===== src/rtl/pix_cmp_pkg.sv =====
// Shared types and constants for the pixel comparison controller.
package pix_cmp_pkg;

  typedef enum logic [1:0] {
    S_IDLE,
    S_ISSUE,
    S_DRAIN,
    S_DONE
  } state_t;

  localparam int DIM_W_DEF = 12;
  localparam int ACC_W_DEF = 40;

  // RGB888 channel slices within a 24-bit pixel
  localparam int R_HI = 23;
  localparam int R_LO = 16;
  localparam int G_HI = 15;
  localparam int G_LO = 8;
  localparam int B_HI = 7;
  localparam int B_LO = 0;

endpackage


===== src/rtl/pix_sqdiff.sv =====
// One colour channel: registered squared difference of two 8-bit samples.
// With PIX_CMP_MAX_ERR_EN defined, the registered magnitude |a-b| is also output.
module pix_sqdiff (
  input  logic        clk,
  input  logic        rst,
  input  logic        load,
  input  logic [7:0]  a,
  input  logic [7:0]  b,
`ifdef PIX_CMP_MAX_ERR_EN
  output logic [7:0]  mag,
`endif
  output logic [15:0] sq
);

  logic [7:0] mag_c;

  // |a-b| squared equals the signed 9-bit difference squared, and keeps the multiply unsigned
  assign mag_c = (a >= b) ? (a - b) : (b - a);

  always_ff @(posedge clk or posedge rst) begin
    if (rst) begin
      sq <= '0;
`ifdef PIX_CMP_MAX_ERR_EN
      mag <= '0;
`endif
    end else if (load) begin
      sq <= {8'd0, mag_c} * {8'd0, mag_c};
`ifdef PIX_CMP_MAX_ERR_EN
      mag <= mag_c;
`endif
    end
  end

endmodule


===== src/rtl/pix_cmp_ctrl.sv =====
// Frame comparator: streams width*height pixel pairs and sums squared RGB differences.
// Optional per-channel max |diff| outputs are enabled by defining PIX_CMP_MAX_ERR_EN.
module pix_cmp_ctrl
  import pix_cmp_pkg::*;
#(
  parameter int DIM_W = DIM_W_DEF,
  parameter int ACC_W = ACC_W_DEF
) (
  input  logic               clk,
  input  logic               rst,
  input  logic               start,
  input  logic [DIM_W-1:0]   width,
  input  logic [DIM_W-1:0]   height,
  output logic               rd_req,
  output logic [2*DIM_W-1:0] rd_addr,
  input  logic               rd_gnt,
  input  logic               rd_vld,
  input  logic [23:0]        pix_a,
  input  logic [23:0]        pix_b,
  output logic               busy,
  output logic               done,
`ifdef PIX_CMP_MAX_ERR_EN
  output logic [7:0]         max_r,
  output logic [7:0]         max_g,
  output logic [7:0]         max_b,
`endif
  output logic [ACC_W-1:0]   sum_r,
  output logic [ACC_W-1:0]   sum_g,
  output logic [ACC_W-1:0]   sum_b
);

  localparam int AW = 2 * DIM_W;
  localparam logic [AW-1:0] ONE_A = 1;
  localparam logic [AW:0]   ONE_O = 1;

  state_t           state;
  logic [DIM_W-1:0] w_lat;
  logic [DIM_W-1:0] h_lat;
  logic [AW-1:0]    last_idx;
  logic [AW:0]      outst;
  logic             grant;
  logic             vld_ok;
  logic             start_acc;
  logic             sq_vld;
  logic [15:0]      sq_r;
  logic [15:0]      sq_g;
  logic [15:0]      sq_b;
`ifdef PIX_CMP_MAX_ERR_EN
  logic [7:0]       mag_r;
  logic [7:0]       mag_g;
  logic [7:0]       mag_b;
`endif

  assign last_idx  = ({{DIM_W{1'b0}}, w_lat} * {{DIM_W{1'b0}}, h_lat}) - ONE_A;
  assign grant     = rd_req && rd_gnt;
  assign vld_ok    = rd_vld && (state == S_ISSUE || state == S_DRAIN);
  assign start_acc = start && (state == S_IDLE);

  always_ff @(posedge clk or posedge rst) begin
    if (rst) begin
      state   <= S_IDLE;
      rd_req  <= 1'b0;
      rd_addr <= '0;
      busy    <= 1'b0;
      done    <= 1'b0;
      w_lat   <= '0;
      h_lat   <= '0;
    end else begin
      done <= 1'b0;
      unique case (state)
        S_IDLE: begin
          if (start) begin
            w_lat   <= width;
            h_lat   <= height;
            rd_addr <= '0;
            if (width == '0 || height == '0) begin
              state <= S_DONE;
              done  <= 1'b1;
            end else begin
              state  <= S_ISSUE;
              rd_req <= 1'b1;
              busy   <= 1'b1;
            end
          end
        end
        S_ISSUE: begin
          if (grant) begin
            if (rd_addr == last_idx) begin
              rd_req <= 1'b0;
              state  <= S_DRAIN;
            end else begin
              rd_addr <= rd_addr + ONE_A;
            end
          end
        end
        S_DRAIN: begin
          // The final square still in the pipe register is summed on this same edge.
          if (outst == '0) begin
            state <= S_DONE;
            done  <= 1'b1;
            busy  <= 1'b0;
          end
        end
        S_DONE: state <= S_IDLE;
        default: state <= S_IDLE;
      endcase
    end
  end

  always_ff @(posedge clk or posedge rst) begin
    if (rst) begin
      outst <= '0;
    end else if (start_acc) begin
      outst <= '0;
    end else if (grant && !vld_ok) begin
      outst <= outst + ONE_O;
    end else if (!grant && vld_ok) begin
      outst <= outst - ONE_O;
    end
  end

  pix_sqdiff u_sq_r (
    .clk  (clk),
    .rst  (rst),
    .load (vld_ok),
    .a    (pix_a[R_HI:R_LO]),
    .b    (pix_b[R_HI:R_LO]),
`ifdef PIX_CMP_MAX_ERR_EN
    .mag  (mag_r),
`endif
    .sq   (sq_r)
  );

  pix_sqdiff u_sq_g (
    .clk  (clk),
    .rst  (rst),
    .load (vld_ok),
    .a    (pix_a[G_HI:G_LO]),
    .b    (pix_b[G_HI:G_LO]),
`ifdef PIX_CMP_MAX_ERR_EN
    .mag  (mag_g),
`endif
    .sq   (sq_g)
  );

  pix_sqdiff u_sq_b (
    .clk  (clk),
    .rst  (rst),
    .load (vld_ok),
    .a    (pix_a[B_HI:B_LO]),
    .b    (pix_b[B_HI:B_LO]),
`ifdef PIX_CMP_MAX_ERR_EN
    .mag  (mag_b),
`endif
    .sq   (sq_b)
  );

  always_ff @(posedge clk or posedge rst) begin
    if (rst) begin
      sq_vld <= 1'b0;
      sum_r  <= '0;
      sum_g  <= '0;
      sum_b  <= '0;
    end else begin
      sq_vld <= vld_ok;
      if (start_acc) begin
        sum_r <= '0;
        sum_g <= '0;
        sum_b <= '0;
      end else if (sq_vld) begin
        sum_r <= sum_r + {{(ACC_W-16){1'b0}}, sq_r};
        sum_g <= sum_g + {{(ACC_W-16){1'b0}}, sq_g};
        sum_b <= sum_b + {{(ACC_W-16){1'b0}}, sq_b};
      end
    end
  end

`ifdef PIX_CMP_MAX_ERR_EN
  always_ff @(posedge clk or posedge rst) begin
    if (rst) begin
      max_r <= '0;
      max_g <= '0;
      max_b <= '0;
    end else if (start_acc) begin
      max_r <= '0;
      max_g <= '0;
      max_b <= '0;
    end else if (sq_vld) begin
      if (mag_r > max_r) max_r <= mag_r;
      if (mag_g > max_g) max_g <= mag_g;
      if (mag_b > max_b) max_b <= mag_b;
    end
  end
`endif

endmodule


===== config.mk =====
export PLATFORM = sky130hd
export DESIGN_NAME = pix_cmp_ctrl
export DESIGN_NICKNAME = d
export VERILOG_FILES = /design/src/rtl/pix_cmp_pkg.sv /design/src/rtl/pix_sqdiff.sv /design/src/rtl/pix_cmp_ctrl.sv
export SDC_FILE = /design/constraint.sdc
export NUM_CORES = 1
export LEC_CHECK = 0
export ABC_AREA = 1
export ABC_CLOCK_PERIOD_IN_PS = 6800
export BUFFER_PORTS_ARGS = -buffer_cell sky130_fd_sc_hd__buf_2
export CAP_MARGIN = 20
export CORE_MARGIN = 1
export CORE_UTILIZATION = 47
export CTS_CLUSTER_SIZE = 8
export DETAILED_ROUTE_END_ITERATION = 10
export PLACE_DENSITY = 0.72
export REMOVE_ABC_BUFFERS = 1
export SLEW_MARGIN = 20
export SYNTH_ARGS = -nofsm -noshare
export SYNTH_HDL_FRONTEND = slang
export SYNTH_SLANG_ARGS = --single-unit

===== constraint.sdc =====
create_clock -name clk -period 6.8 [get_ports clk]
set_input_delay 0 -clock clk [delete_from_list [all_inputs] [get_ports clk]]
set_output_delay 0 -clock clk [all_outputs]
set_load 0.1 [all_outputs]

==> summary.md <==
| Metric | Value |
|---|---|
| Crit end category | flip-flop |
| Share of cells above drive strength 1 | 0.0777 |
| Ys async rst share | 1.00 |
| Clock Latency Late Sink | 0.57 ns |
| RSZ-0062 raised after global routing | false |
| Post-route ant nets | 0 |
| Buffers added on ports | 223 |
| Setup slack, reg-to-reg | 0.76 ns |
| Area contributors post-synth | dfrtp_1, fa_1, nand2_1 |
| Routed wire length | 71000 um |
| Post-synth EDFFs | 0 |
| Maximum clock path buffer count | 3 |
| CTS tree | done |
| Worst reg2reg path endpoint | rd_addr[12]$_DFFE_PP0P_ |
| Post-CTS Resized | 0 |
| Crit Path Max Fanout | 24 |
| HPWL after detailed placement | 55900 um |
| First-pass GRT wire length | 120000 um |
| Seq/Total Area, Yosys | 0.226 |
| Crit path time final | 6.04 ns |
| Gr usage total | 0.248 |
| Final hold violation count | 0 |
| Area after DPL | 28800 um^2 |
| Syn avg cell area | 7.26 um^2 |
| CP required | 7.28 ns |
| Cells on worst reg2reg path | 24 |
| Synth unique cells | 52 |
| Initial antenna violation count | 0 |
| Layout area overhead | 11.7% |
| Setup slack after layout | 0.763 ns |
| Worst Hold Slack | 0.0141 ns |
| Initial Utilization | 0.477 |
| Largest net degree at the start of global routing | 138 |
| Final setup fails | 0 |
| CTS Buf Count | 37 |
| Via count | 24500 |
| Cell area after layout | 30200 um^2 |
| Setup_tns | 0 ns |
| Drt initial violations | 1276 |
| DR pass1 iterations | 5 |
| Synth top cells by count | nand2_1, inv_1, ha_1, nor2_1, dfrtp_1 |
| Cell with the most instances after synthesis | nand2_1 |
| Final GP Congestion | 0.959 |
| Final period utilization | 0.888 |
| Io pins | 224 |
| Hold Crit Class | input port to flip-flop |
| Highest Clock Rate | 0.166 GHz |
| Dominant synthesized flop cell | dfrtp_1 |
| Diode count | 0 |
| Clock sinks | 244 |
| RR Startpoint | w_lat[4]$_DFFE_PP0P_ |
| Core footprint | 56600 um^2 |
| Routed WL per cell | 15.1 um |
| Max-slew violation count | 0 |
| Worst hold stages | 5 |
| Total grt overflow | 0 |
| Residual DRC | 0 |
| Yosys Warn Count | 0 |
| Clk_skew | 0.0308 ns |
| Setup CP Type | flip-flop to flip-flop |
| FP Rows | 87 |
| Seq cells post-synth | 244 |
| Mapped cell area | 27000 um^2 |
| Worst-path clk slew | 0.05 ns |
| Area leader, netlist | dfrtp_1 |
| Startpoint Class | flip-flop |
| Min-delay src | start |
| Syn Inst Count | 3720 |
| Die width | 242 um |
| Root buf cell | clkbuf_16 |
| Fin nets | 4477 |
| Die Y | 242 um |
| CTS H-Tree Depth | 2 |
| Max-cap viol count | 0 |
| Vias in the first global route | 24600 |
| Drt via density | 5.22 |
| Worst relative slew slack | 0.287 |
| Run status | finished clean |
| Post-synth top area share | 0.226 |
| Place WS | 0.667 ns |
| Hold path endpoint | busy$_DFFE_PP0P_ |
| Die ar. | 58400 um^2 |
| CP Data Arrival Time | 6.51 ns |
| Worst slew pin tran | 1.07 ns |
-- timing repair --
action                    4_1_cts  5_1_grt
buffers inserted                0        0
hold endpoints to repair      166        0
hold buffers                   26        0
-- sequential cells by signal, summed over array words and instances (netlist names), 2 cells and up --
name and cells:
sum_g 40, sum_b 40, h_lat 12, u_sq_b.sq 15
w_lat 12, state 2, rd_addr 24, sum_r 40
u_sq_r.sq 15, outst 25, u_sq_g.sq 15
-- cells in the final DEF, fill, tap and decap left out, drive strengths merged, types with 54 or more instances in the layout --
master  netlist  routed
fa          190     190
buf          17     232
inv         680     680
a21oi       227     227
o21ai       234     234
nor2        280     280
dfrtp       244     244
xor2         75      75
nand4        65      65
ha          281     281
nand3       132     132
nand2       948     948
nor3         54      54
-- per-layer routing --
| metal | vias to the layer above | GRT usage | share of wire |
|---|---|---|---|
| li1 | 12200 | - | - |
| met1 | 11600 | 0.303 | 0.42 |
| met2 | 564 | 0.433 | 0.48 |
| met3 | 139 | 0.0505 | 0.060 |
| met4 | 0 | 0.0867 | 0.036 |
| met5 | - | 0 | 0 |
-- stage by stage --
step | utilization | cells
6_report | 0.533 | 4694
5_1_grt | 0.533 | 4694
4_1_cts | 0.532 | 4693
3_5_place_dp | 0.509 | 4619
3_3_place_gp | 0.509 | 4619
2_1_floorplan | - | 3632
-- final cells by class --
class,instances,area (um^2)
clock buffers,45,996
repair buffers,258,1460
multi-input cells,2706,18000
fillers,5542,26500
well taps,756,946
inverters,682,2570
flip-flops and latches,244,6110
clock inverters,3,68.8
-- worst max path at each step --
stage	from	to	slack, ns	cells past startpoint
6_report	w_lat[4]$_DFFE_PP0P_	rd_addr[12]$_DFFE_PP0P_	0.76	24
5_1_grt	w_lat[4]$_DFFE_PP0P_	rd_addr[4]$_DFFE_PP0P_	0.28	24
4_1_cts	w_lat[4]$_DFFE_PP0P_	rd_addr[19]$_DFFE_PP0P_	0.75	24
3_5_place_dp	pix_a[0]	u_sq_b.sq[15]$_DFFE_PP0P_	0.67	34
3_3_place_gp	pix_a[0]	u_sq_b.sq[15]$_DFFE_PP0P_	0.75	34
2_1_floorplan	rst	busy$_DFFE_PP0P_	0.1	1
-- worst max-delay path, cell delays in order (launching register included) --
cell     delay (ns)
dfrtp_1        0.66
nand2_1        0.15
fa_1           0.55
inv_1          0.06
fa_1           0.54
inv_1          0.07
fa_1           0.53
fa_1           0.44
fa_1           0.54
inv_1          0.04
ha_1           0.33
nand2_1        0.09
nor2_1         0.25
nand3_1        0.13
nand3_1        0.18
nand3_1        0.12
nand2_1        0.08
nand2_1        0.05
nand2_1        0.08
nand3_1        0.09
nor2_2         0.15
nand4_4        0.29
nand2_4        0.37
nand2_1        0.09
nand2_1        0.07
-- cells by family (layout without fill, tap and decap cells) --
kind of cell	Yosys count	count (layout)	synth area share
adder cells (fa/ha/maj)	471	471	0.271
AND/OR/NAND/NOR	1529	1529	0.235
multiplexers	2	2	0.000741
AO/OA/AOI/OAI	585	585	0.120
buffers and inverters	770	988	0.108
flip-flops	244	244	0.226
XOR/XNOR	119	119	0.0386
Power is left out: the tool's default activity adds up to more than one toggle a clock period on the data nets, which glitch-free logic cannot reach.
